===== config.mk =====
export PLATFORM = sky130hd
export DESIGN_NAME = vend_arbiter
export DESIGN_NICKNAME = d
export VERILOG_FILES = /design/src/rtl/vend_arbiter.sv
export SDC_FILE = /design/constraint.sdc
export NUM_CORES = 1
export LEC_CHECK = 0
export CAP_MARGIN = 10
export CORE_ASPECT_RATIO = 0.7
export CORE_UTILIZATION = 34
export CTS_BUF_LIST = sky130_fd_sc_hd__clkbuf_16
export DETAILED_ROUTE_END_ITERATION = 10
export PLACE_DENSITY = 0.8
export SLEW_MARGIN = 20
export SYNTH_ARGS = -nofsm -noshare
export SYNTH_HDL_FRONTEND = slang
export SYNTH_SLANG_ARGS = --single-unit

===== constraint.sdc =====
create_clock -name i_clk -period 3.3 [get_ports i_clk]
set_clock_uncertainty 0.1 [all_clocks]
set_input_delay 0.99 -clock i_clk [delete_from_list [all_inputs] [get_ports i_clk]]
set_output_delay 0.99 -clock i_clk [all_outputs]
set_load 0.02 [all_outputs]

===== src/rtl/vend_arbiter.sv =====
// ----------------------------------------------------------------------------
// vend_arbiter -- shares one vending machine between two customer panels.
//
// A panel raises its req to open a session. The arbiter grants one panel
// (round-robin on simultaneous requests), forwards that panel's coin and
// drink selection to the machine (registered, one cycle late), watches the
// machine FSM through dispense and checkout, and reports the drink and the
// change as a one-cycle result strobe.
//
// Optional feature, macro VEND_TIMEOUT_EN: an idle counter aborts an OPEN
// session after TIMEOUT_CYC cycles without coin or selection activity. The
// abort pulses the machine reset for one cycle and completes the session
// through VEND/CLOSE with res_abort=1 and res_drink=0 (change = refund).
//
// Ports
//   i_clk, i_rst_n                 clock, asynchronous active-low reset
//   i_req0/1                       panel session requests
//   i_coin0/1 [7:0]                panel coin values
//   i_choose0/1 [2:0]              panel drink selection
//   i_vm_state [2:0]               machine FSM state (2 dispense, 3 checkout)
//   i_vm_drink_out, i_vm_exchange  machine drink ID and change
//   o_vm_coin, o_vm_drink_choose   registered stimulus to the machine
//   o_vm_rst_n                     active-low reset to the machine
//   o_grant [1:0]                  one-hot session owner, 00 when free
//   o_arb_state [2:0]              arbiter FSM state
//   o_res_valid/id/abort           result strobe, panel served, aborted
//   o_res_drink, o_res_change      dispensed drink ID and change returned
// ----------------------------------------------------------------------------
module vend_arbiter #(
    parameter int TIMEOUT_CYC = 64
) (
    input  logic       i_clk,
    input  logic       i_rst_n,
    input  logic       i_req0,
    input  logic       i_req1,
    input  logic [7:0] i_coin0,
    input  logic [7:0] i_coin1,
    input  logic [2:0] i_choose0,
    input  logic [2:0] i_choose1,
    input  logic [2:0] i_vm_state,
    input  logic [7:0] i_vm_drink_out,
    input  logic [7:0] i_vm_exchange,
    output logic [7:0] o_vm_coin,
    output logic [2:0] o_vm_drink_choose,
    output logic       o_vm_rst_n,
    output logic [1:0] o_grant,
    output logic [2:0] o_arb_state,
    output logic       o_res_valid,
    output logic       o_res_id,
    output logic       o_res_abort,
    output logic [7:0] o_res_drink,
    output logic [7:0] o_res_change
);

    typedef enum logic [2:0] {
        S_IDLE  = 3'd0,
        S_OPEN  = 3'd1,
        S_VEND  = 3'd2,
        S_CLOSE = 3'd3,
        S_ABORT = 3'd4
    } state_t;

    state_t     r_state, w_next;
    logic [1:0] r_grant;
    logic       r_last_served;
    logic [7:0] r_vm_coin;
    logic [2:0] r_vm_choose;
    logic [7:0] r_drink;          // drink captured at checkout, published at CLOSE
    logic       r_res_valid, r_res_id, r_res_abort;
    logic [7:0] r_res_drink, r_res_change;
    logic       w_aborted;
    logic       w_timeout;

    // Granted panel's inputs; the other panel is never looked at.
    logic [7:0] w_coin;
    logic [2:0] w_choose;
    assign w_coin   = r_grant[1] ? i_coin1   : i_coin0;
    assign w_choose = r_grant[1] ? i_choose1 : i_choose0;

    // Panel 1 wins if it asks alone, or if both ask and panel 0 was served last.
    logic w_pick1;
    assign w_pick1 = i_req1 & (~i_req0 | ~r_last_served);

`ifdef VEND_TIMEOUT_EN
    localparam int             CW      = $clog2(TIMEOUT_CYC + 1);
    localparam logic [CW-1:0]  TO_LAST = CW'(TIMEOUT_CYC - 1);

    logic [CW-1:0] r_idle_cnt;
    logic          r_abort;
    logic          r_vm_rst_n;
    logic          w_idle;

    assign w_idle    = (r_state == S_OPEN) && (w_coin == 8'd0) && (w_choose == 3'd0);
    assign w_timeout = w_idle && (r_idle_cnt == TO_LAST);
    assign w_aborted = r_abort;

    always_ff @(posedge i_clk or negedge i_rst_n) begin
        if (!i_rst_n) begin
            r_idle_cnt <= '0;
            r_abort    <= 1'b0;
            r_vm_rst_n <= 1'b1;
        end else begin
            r_idle_cnt <= (w_idle && w_next == S_OPEN) ? r_idle_cnt + 1'b1 : '0;
            r_vm_rst_n <= (w_next != S_ABORT);
            if (w_next == S_ABORT)
                r_abort <= 1'b1;
            else if (r_state == S_IDLE)
                r_abort <= 1'b0;
        end
    end

    assign o_vm_rst_n = r_vm_rst_n;
`else
    assign w_timeout  = 1'b0;
    assign w_aborted  = 1'b0;
    assign o_vm_rst_n = 1'b1;
`endif

    always_ff @(posedge i_clk or negedge i_rst_n) begin
        if (!i_rst_n) r_state <= S_IDLE;
        else          r_state <= w_next;
    end

    always_comb begin
        w_next = S_IDLE;
        case (r_state)
            S_IDLE:  w_next = (i_req0 | i_req1) ? S_OPEN : S_IDLE;
            // Dispense takes priority over a timeout landing in the same cycle.
            S_OPEN:  w_next = (i_vm_state == 3'd2) ? S_VEND :
                              w_timeout            ? S_ABORT : S_OPEN;
            S_ABORT: w_next = S_VEND;
            S_VEND:  w_next = (i_vm_state == 3'd3) ? S_CLOSE : S_VEND;
            S_CLOSE: w_next = S_IDLE;
            default: w_next = S_IDLE;
        endcase
    end

    always_ff @(posedge i_clk or negedge i_rst_n) begin
        if (!i_rst_n) begin
            r_grant       <= 2'b00;
            r_last_served <= 1'b1;
            r_vm_coin     <= '0;
            r_vm_choose   <= '0;
            r_drink       <= '0;
            r_res_valid   <= 1'b0;
            r_res_id      <= 1'b0;
            r_res_abort   <= 1'b0;
            r_res_drink   <= '0;
            r_res_change  <= '0;
        end else begin
            r_res_valid <= 1'b0;
            // Machine stimulus is zero everywhere except while staying in OPEN.
            r_vm_coin   <= '0;
            r_vm_choose <= '0;
            case (r_state)
                S_IDLE: begin
                    if (w_next == S_OPEN)
                        r_grant <= w_pick1 ? 2'b10 : 2'b01;
                end
                S_OPEN: begin
                    if (w_next == S_OPEN) begin
                        r_vm_coin   <= w_coin;
                        r_vm_choose <= w_choose;
                    end
                end
                S_VEND: begin
                    if (i_vm_state == 3'd3)
                        r_drink <= w_aborted ? 8'd0 : i_vm_drink_out;
                end
                S_CLOSE: begin
                    // All result fields change together with the strobe.
                    r_res_valid   <= 1'b1;
                    r_res_id      <= r_grant[1];
                    r_res_abort   <= w_aborted;
                    r_res_drink   <= r_drink;
                    r_res_change  <= i_vm_exchange;
                    r_last_served <= r_grant[1];
                    r_grant       <= 2'b00;
                end
                default: ;
            endcase
        end
    end

    assign o_vm_coin         = r_vm_coin;
    assign o_vm_drink_choose = r_vm_choose;
    assign o_grant           = r_grant;
    assign o_arb_state       = r_state;
    assign o_res_valid       = r_res_valid;
    assign o_res_id          = r_res_id;
    assign o_res_abort       = r_res_abort;
    assign o_res_drink       = r_res_drink;
    assign o_res_change      = r_res_change;

endmodule


==> metrics.txt, run 1 <==
die area 5330 um^2; Synth warnings 0; critical-path maximum fanout 9; Slew HR 0.385; syn_area_per_cell 13.7 um^2; first-pass GRT wire length 5420 um; setup slack after layout 0.729 ns; DR vias 1218; Final Core Density 0.563; most common cell in the netlist dfrtp_1; Post-Route WL 3390 um; drt via density 4.46; met2 Use GR 0.240; grt total ovfl 0; core area 4810 um^2; Clock Pin Slew Worst Setup and Hold Paths 0.06 ns; Max Cap Viol 0; leading area contributor after synthesis dfrtp_1; CTS tree yes; number of port buffers 77; Placed Area 2520 um^2; flops & latches, synth 42; Async SR Flop Fraction 1.00; EDFF count, synth 0; fraction of the yosys area taken by sequential cells 0.615; Synth Flop Type dfrtp_1; Final Setup Violations 0; WL per Instance 12.4 um; P_leak 1.23 nW; Synth top cells by count 41 x dfrtp_1, 24 x mux2_2, 12 x nor2_1; post_cts resized 0; Clock Path Buffers 2; CTS Root Cell clkbuf_16; fin crit share 0.779; Antenna diodes 0; CP arrival 1.48 ns; Hold Fails Final Rpt 0; Num CTS Buffers 5; 1st-iter DRT viols 29; fmax 0.389 GHz; Post-Syn Area 1710 um^2; highest ir drop seen on vdd 0.000369 V; total power draw 2.01 mW; Die Height 61.4 um; gr usage total 0.142; Final GP Congestion 0.812; DP Wirelength 2520 um; drc violations 0; antenna violations before repair 0; slowest CP cell clkdlybuf4s50_1; Sink Count 42; IO Pins 81; CP Capture Type output pin; worst reg-to-reg setup slack 1.77 ns; Hold Crit Class flip-flop to flip-flop; worst setup path class flip-flop to output pin; pin count of the biggest net entering global routing 43; GR peak layer met2; Max H-tree Level 2; cell row count 21; count of cell types in the netlist 25; pins over their slew limit 0; Design Area, Final 2710 um^2; Place WS 0.613 ns; Syn-to-layout area delta 58.2%; final worst path period need 2.57 ns; Post-Route Setup TNS 0 ns; met1 usage 0.161; status finished clean; drt first pass iters 4; Crit path max-delay family buffers and inverters; hold buffers post-CTS 0; Die Width 86.8 um; number of global-route vias before repair 1188; cell chain of the critical path clkdlybuf4s50_1; largest cells by area after synthesis dfrtp_1 60%, mux2_2 16%, mux2i_1 6.4%; share of post-route cells with drive strength above 1 0.186; Initial Utilization 0.356; DRT antenna net count 0; CP Launch Type flip-flop; pwr/cell area 742 nW/um^2; CP max stage delay 0.68 ns; Worst-Skew Late Latency 0.28 ns; nets 248; crit path buf inv count 1; setup bufs post-CTS 0; RSZ-0062 raised after global routing no; Mapped Cells 125; met3 Usage GRT 0.0657; top-area cell type share of the netlist area 0.599; WP data required 2.21 ns; Slew @ Worst Pin 0.923 ns
==> area by class of cell <==
cell class	instances	area (um^2)
Multi-Input combinational cell	74	599
Timing Repair Buffer	78	773
Clock buffer	5	125
Tap cell	69	86.3
Sequential cell	42	1050
Clock inverter	3	63.8
Inverter	2	7.51
Fill cell	416	2100
==> logic make-up after synthesis <==
logic type / Yosys count / share of synthesized area
muxes: 35 / 0.222
buffers and inverters: 10 / 0.0373
DFF: 42 / 0.615
other: 2 / 0.00439
and+or+nand+nor: 30 / 0.0965
AOI/OAI and AO/OA: 6 / 0.0249
==> path summary, 6_finish.rpt <==
| check | depth (start not counted) | startpoint | endpoint |
|---|---|---|---|
| setup reg to reg | 2 | o_arb_state[0]$_DFF_PN0_ | o_res_change[2]$_DFFE_PN0P_ |
| hold / removal | 2 | r_last_served$_DFFE_PN1P_ | r_last_served$_DFFE_PN1P_ |
| min in group asynchronous | 1 | i_rst_n | r_drink[7]$_DFFE_PN0N_ |
| max in group asynchronous | 1 | i_rst_n | o_vm_coin[2]$_DFF_PN0_ |
| hold reg to reg | 2 | r_last_served$_DFFE_PN1P_ | r_last_served$_DFFE_PN1P_ |
| setup / recovery | 1 | o_arb_state[0]$_DFF_PN0_ | o_arb_state[0] |
==> registers in the layout, summed over array words and instances (netlist names) <==
| signal | count |
|---|---|
| o_res_change | 8 |
| o_res_drink | 8 |
| o_vm_coin | 8 |
| r_drink | 8 |
| o_vm_drink_choose | 3 |
| o_arb_state | 2 |
| o_grant | 2 |
| o_res_id | 1 |
| o_res_valid | 1 |
| r_last_served | 1 |
==> power by group <==
part | internal [mW] | switching (mW) | leakage [nW]
clock | 0.430 | 0.183 | 0.0915
sequential | 0.654 | 0.0675 | 0.538
combinational | 0.361 | 0.314 | 0.603
==> metal layers <==
layer  share of wire  vias to the layer above
li1                -                      577
met1            0.44                      587
met2            0.46                       50
met3           0.091                        4
met4           0.012                        0
met5               0                        -
==> placed cells by master, fill, tap and decap left out, drive strengths merged <==
cell	n
nand3	1
nand2b	4
nor2	12
clkinv	1
o31ai	1
dfstp	1
nand4b	1
or3b	1
conb	3
o21ai	2
mux2i	11
inv	2
o21bai	1
a2bb2oi	1
clkdlybuf4s50	76
buf	2
nor3	1
nand2	8
clkbuf	5
nor2b	2
dfrtp	41
bufinv	2
a32oi	1
mux2	24
==> stage by stage <==
step	std cells	hold slack, ns
final	273	0.376
after global placement	265	0.360
after global routing	273	0.382
after detailed placement	265	0.367
after CTS	273	0.376
after floorplan	126	0.347
No activity file was read; power rests on OpenSTA's default activity.
==> run 2: changes to the inputs <==
Clock period 3.3 ns to 2.68 ns, I/O delays scaled along.
==> run 2 against run 1 <==
  * Global-route usage decreased by 0.30 points
  * Register-to-register slack got worse by 0.61 ns
  * Critical path type unchanged
  * Cell area decreased by 1.5%
  * Largest power group unchanged
  * Via count decreased by 1.9%
  * Non-clock buffer count increased by 1
  * Clock power decreased by 7.7%
  * Worst hold slack got worse by 0.0013 ns
  * Routed wire length decreased by 0.71%
  * Critical endpoint unchanged
  * Combinational power increased by 23%
==> metrics.txt, run 2 (synthesized netlist as in run 1, its figures left out) <==
status finished clean; fmax 0.419 GHz; Num CTS Buffers 5 (unchanged); worst setup path class flip-flop to output pin; drc violations 0 (unchanged); first-pass GRT wire length 5330 um (-1.8%); Post-Route WL 3370 um (-0.71%); 1st-iter DRT viols 7 (-76%); slowest CP cell clkdlybuf4s50_1; gr usage total 0.139 (-0.00296); Post-Route Setup TNS 0 ns (unchanged); fin crit share 0.892; crit path buf inv count 1 (unchanged); Clock Path Buffers 2 (unchanged); CTS Root Cell clkbuf_16; grt total ovfl 0 (unchanged); nets 249 (+0.40%); Slew HR 0.607 (+0.223); leading cell types in the layout, fill and taps excluded 76 x clkdlybuf4s50_1, 41 x dfrtp_1, 24 x mux2_2; Clock Pin Slew Worst Setup and Hold Paths 0.06 ns (about the same); DRT antenna net count 0 (unchanged); Max H-tree Level 2 (unchanged); DR vias 1195 (-1.9%); IO Pins 81 (unchanged); number of port buffers 77 (unchanged); highest ir drop seen on vdd 0.000336 V (-9.0%); cell row count 21 (unchanged); hold buffers post-CTS 0 (unchanged); Hold Fails Final Rpt 0 (unchanged); Worst-Skew Late Latency 0.28 ns (about the same); total power draw 2.28 mW (+13%); Crit path max-delay family buffers and inverters; Initial Utilization 0.356 (unchanged); drt first pass iters 4 (unchanged); Hold Crit Class flip-flop to flip-flop; antenna violations before repair 0 (unchanged); Cell Count Post-Placement 266 (+0.38%); final worst path period need 2.39 ns; core area 4810 um^2 (unchanged); pwr/cell area 855 nW/um^2 (+15%); WL per Instance 12.3 um (-1.1%); Antenna diodes 0 (unchanged); Slew @ Worst Pin 0.589 ns (-0.334 ns); Final Setup Violations 0 (unchanged); CTS tree yes; RSZ-0062 raised after global routing no; setup bufs post-CTS 0 (unchanged); Syn-to-layout area delta 55.8%; Sink Count 42 (unchanged); Die Height 61.4 um (unchanged); CP arrival 1.49 ns (about the same); critical-path maximum fanout 9 (unchanged); pin count of the biggest net entering global routing 28 (-35%); CP max stage delay 0.68 ns (about the same); P_leak 1.21 nW (-1.6%); pins over their slew limit 0 (unchanged); CP Launch Type flip-flop; commonest non-fill, non-tap cell in the layout clkdlybuf4s50_1; WP data required 1.78 ns (-0.43 ns); DP Wirelength 2520 um (-0.11%); Non-Filler Instances 274 (+0.37%); drt via density 4.36 (-2.2%); share of post-route cells with drive strength above 1 0.190 (+0.00397); cell chain of the critical path clkdlybuf4s50_1; die area 5330 um^2 (unchanged); post_cts resized 0 (unchanged); Final GP Congestion 0.831 (+2.3%); Max Cap Viol 0 (unchanged); CP Capture Type output pin; number of global-route vias before repair 1139 (-4.1%); Die Width 86.8 um (unchanged)
-- run 2: layout make-up --
cell class              count  area (um^2)
clock buffers               5          125
clock inverters             3         16.3
fillers                   415         2140
inverters                   2         7.51
multi-input cells          74          599
flip-flops and latches     42         1050
well taps                  69         86.3
repair buffers             79          781
-- run 2: per-layer routing --
layer	vias up	GRT usage	wire, um
met4	0	0.0500	27
li1	579	-	-
met1	559	0.167	1530
met3	5	0.0697	320
met5	-	0	0
met2	52	0.220	1490
-- run 2: power by group --
part	switching [mW]	total, mW	leakage, nW	internal (mW)
combinational	0.383	0.829	0.608	0.445
clock	0.227	0.566	0.0672	0.339
sequential	0.0813	0.886	0.538	0.805
-- run 2: final timing paths --
kind | startpoint | to | slack [ns] | depth (start not counted)
max reg2reg | o_arb_state[1]$_DFF_PN0_ | r_drink[1]$_DFFE_PN0N_ | 1.16 | 3
min | r_last_served$_DFFE_PN1P_ | r_last_served$_DFFE_PN1P_ | 0.37 | 2
min reg2reg | r_last_served$_DFFE_PN1P_ | r_last_served$_DFFE_PN1P_ | 0.37 | 2
max | o_arb_state[0]$_DFF_PN0_ | o_arb_state[0] | 0.29 | 1
max in group asynchronous | i_rst_n | o_res_drink[1]$_DFFE_PN0P_ | 1.42 | 2
min in group asynchronous | i_rst_n | r_drink[7]$_DFFE_PN0N_ | 0.43 | 1
-- run 2: stage by stage --
stage / hold slack (ns) / utilization / area (um^2) / setup slack (ns)
after CTS: 0.375 / 0.555 / 2670 / 0.278
final: 0.374 / 0.555 / 2670 / 0.291
after global routing: 0.384 / 0.555 / 2670 / 0.251
after global placement: 0.360 / 0.525 / 2530 / 0.218
after detailed placement: 0.366 / 0.525 / 2530 / 0.181
after floorplan: 0.347 / - / 1720 / 0.893
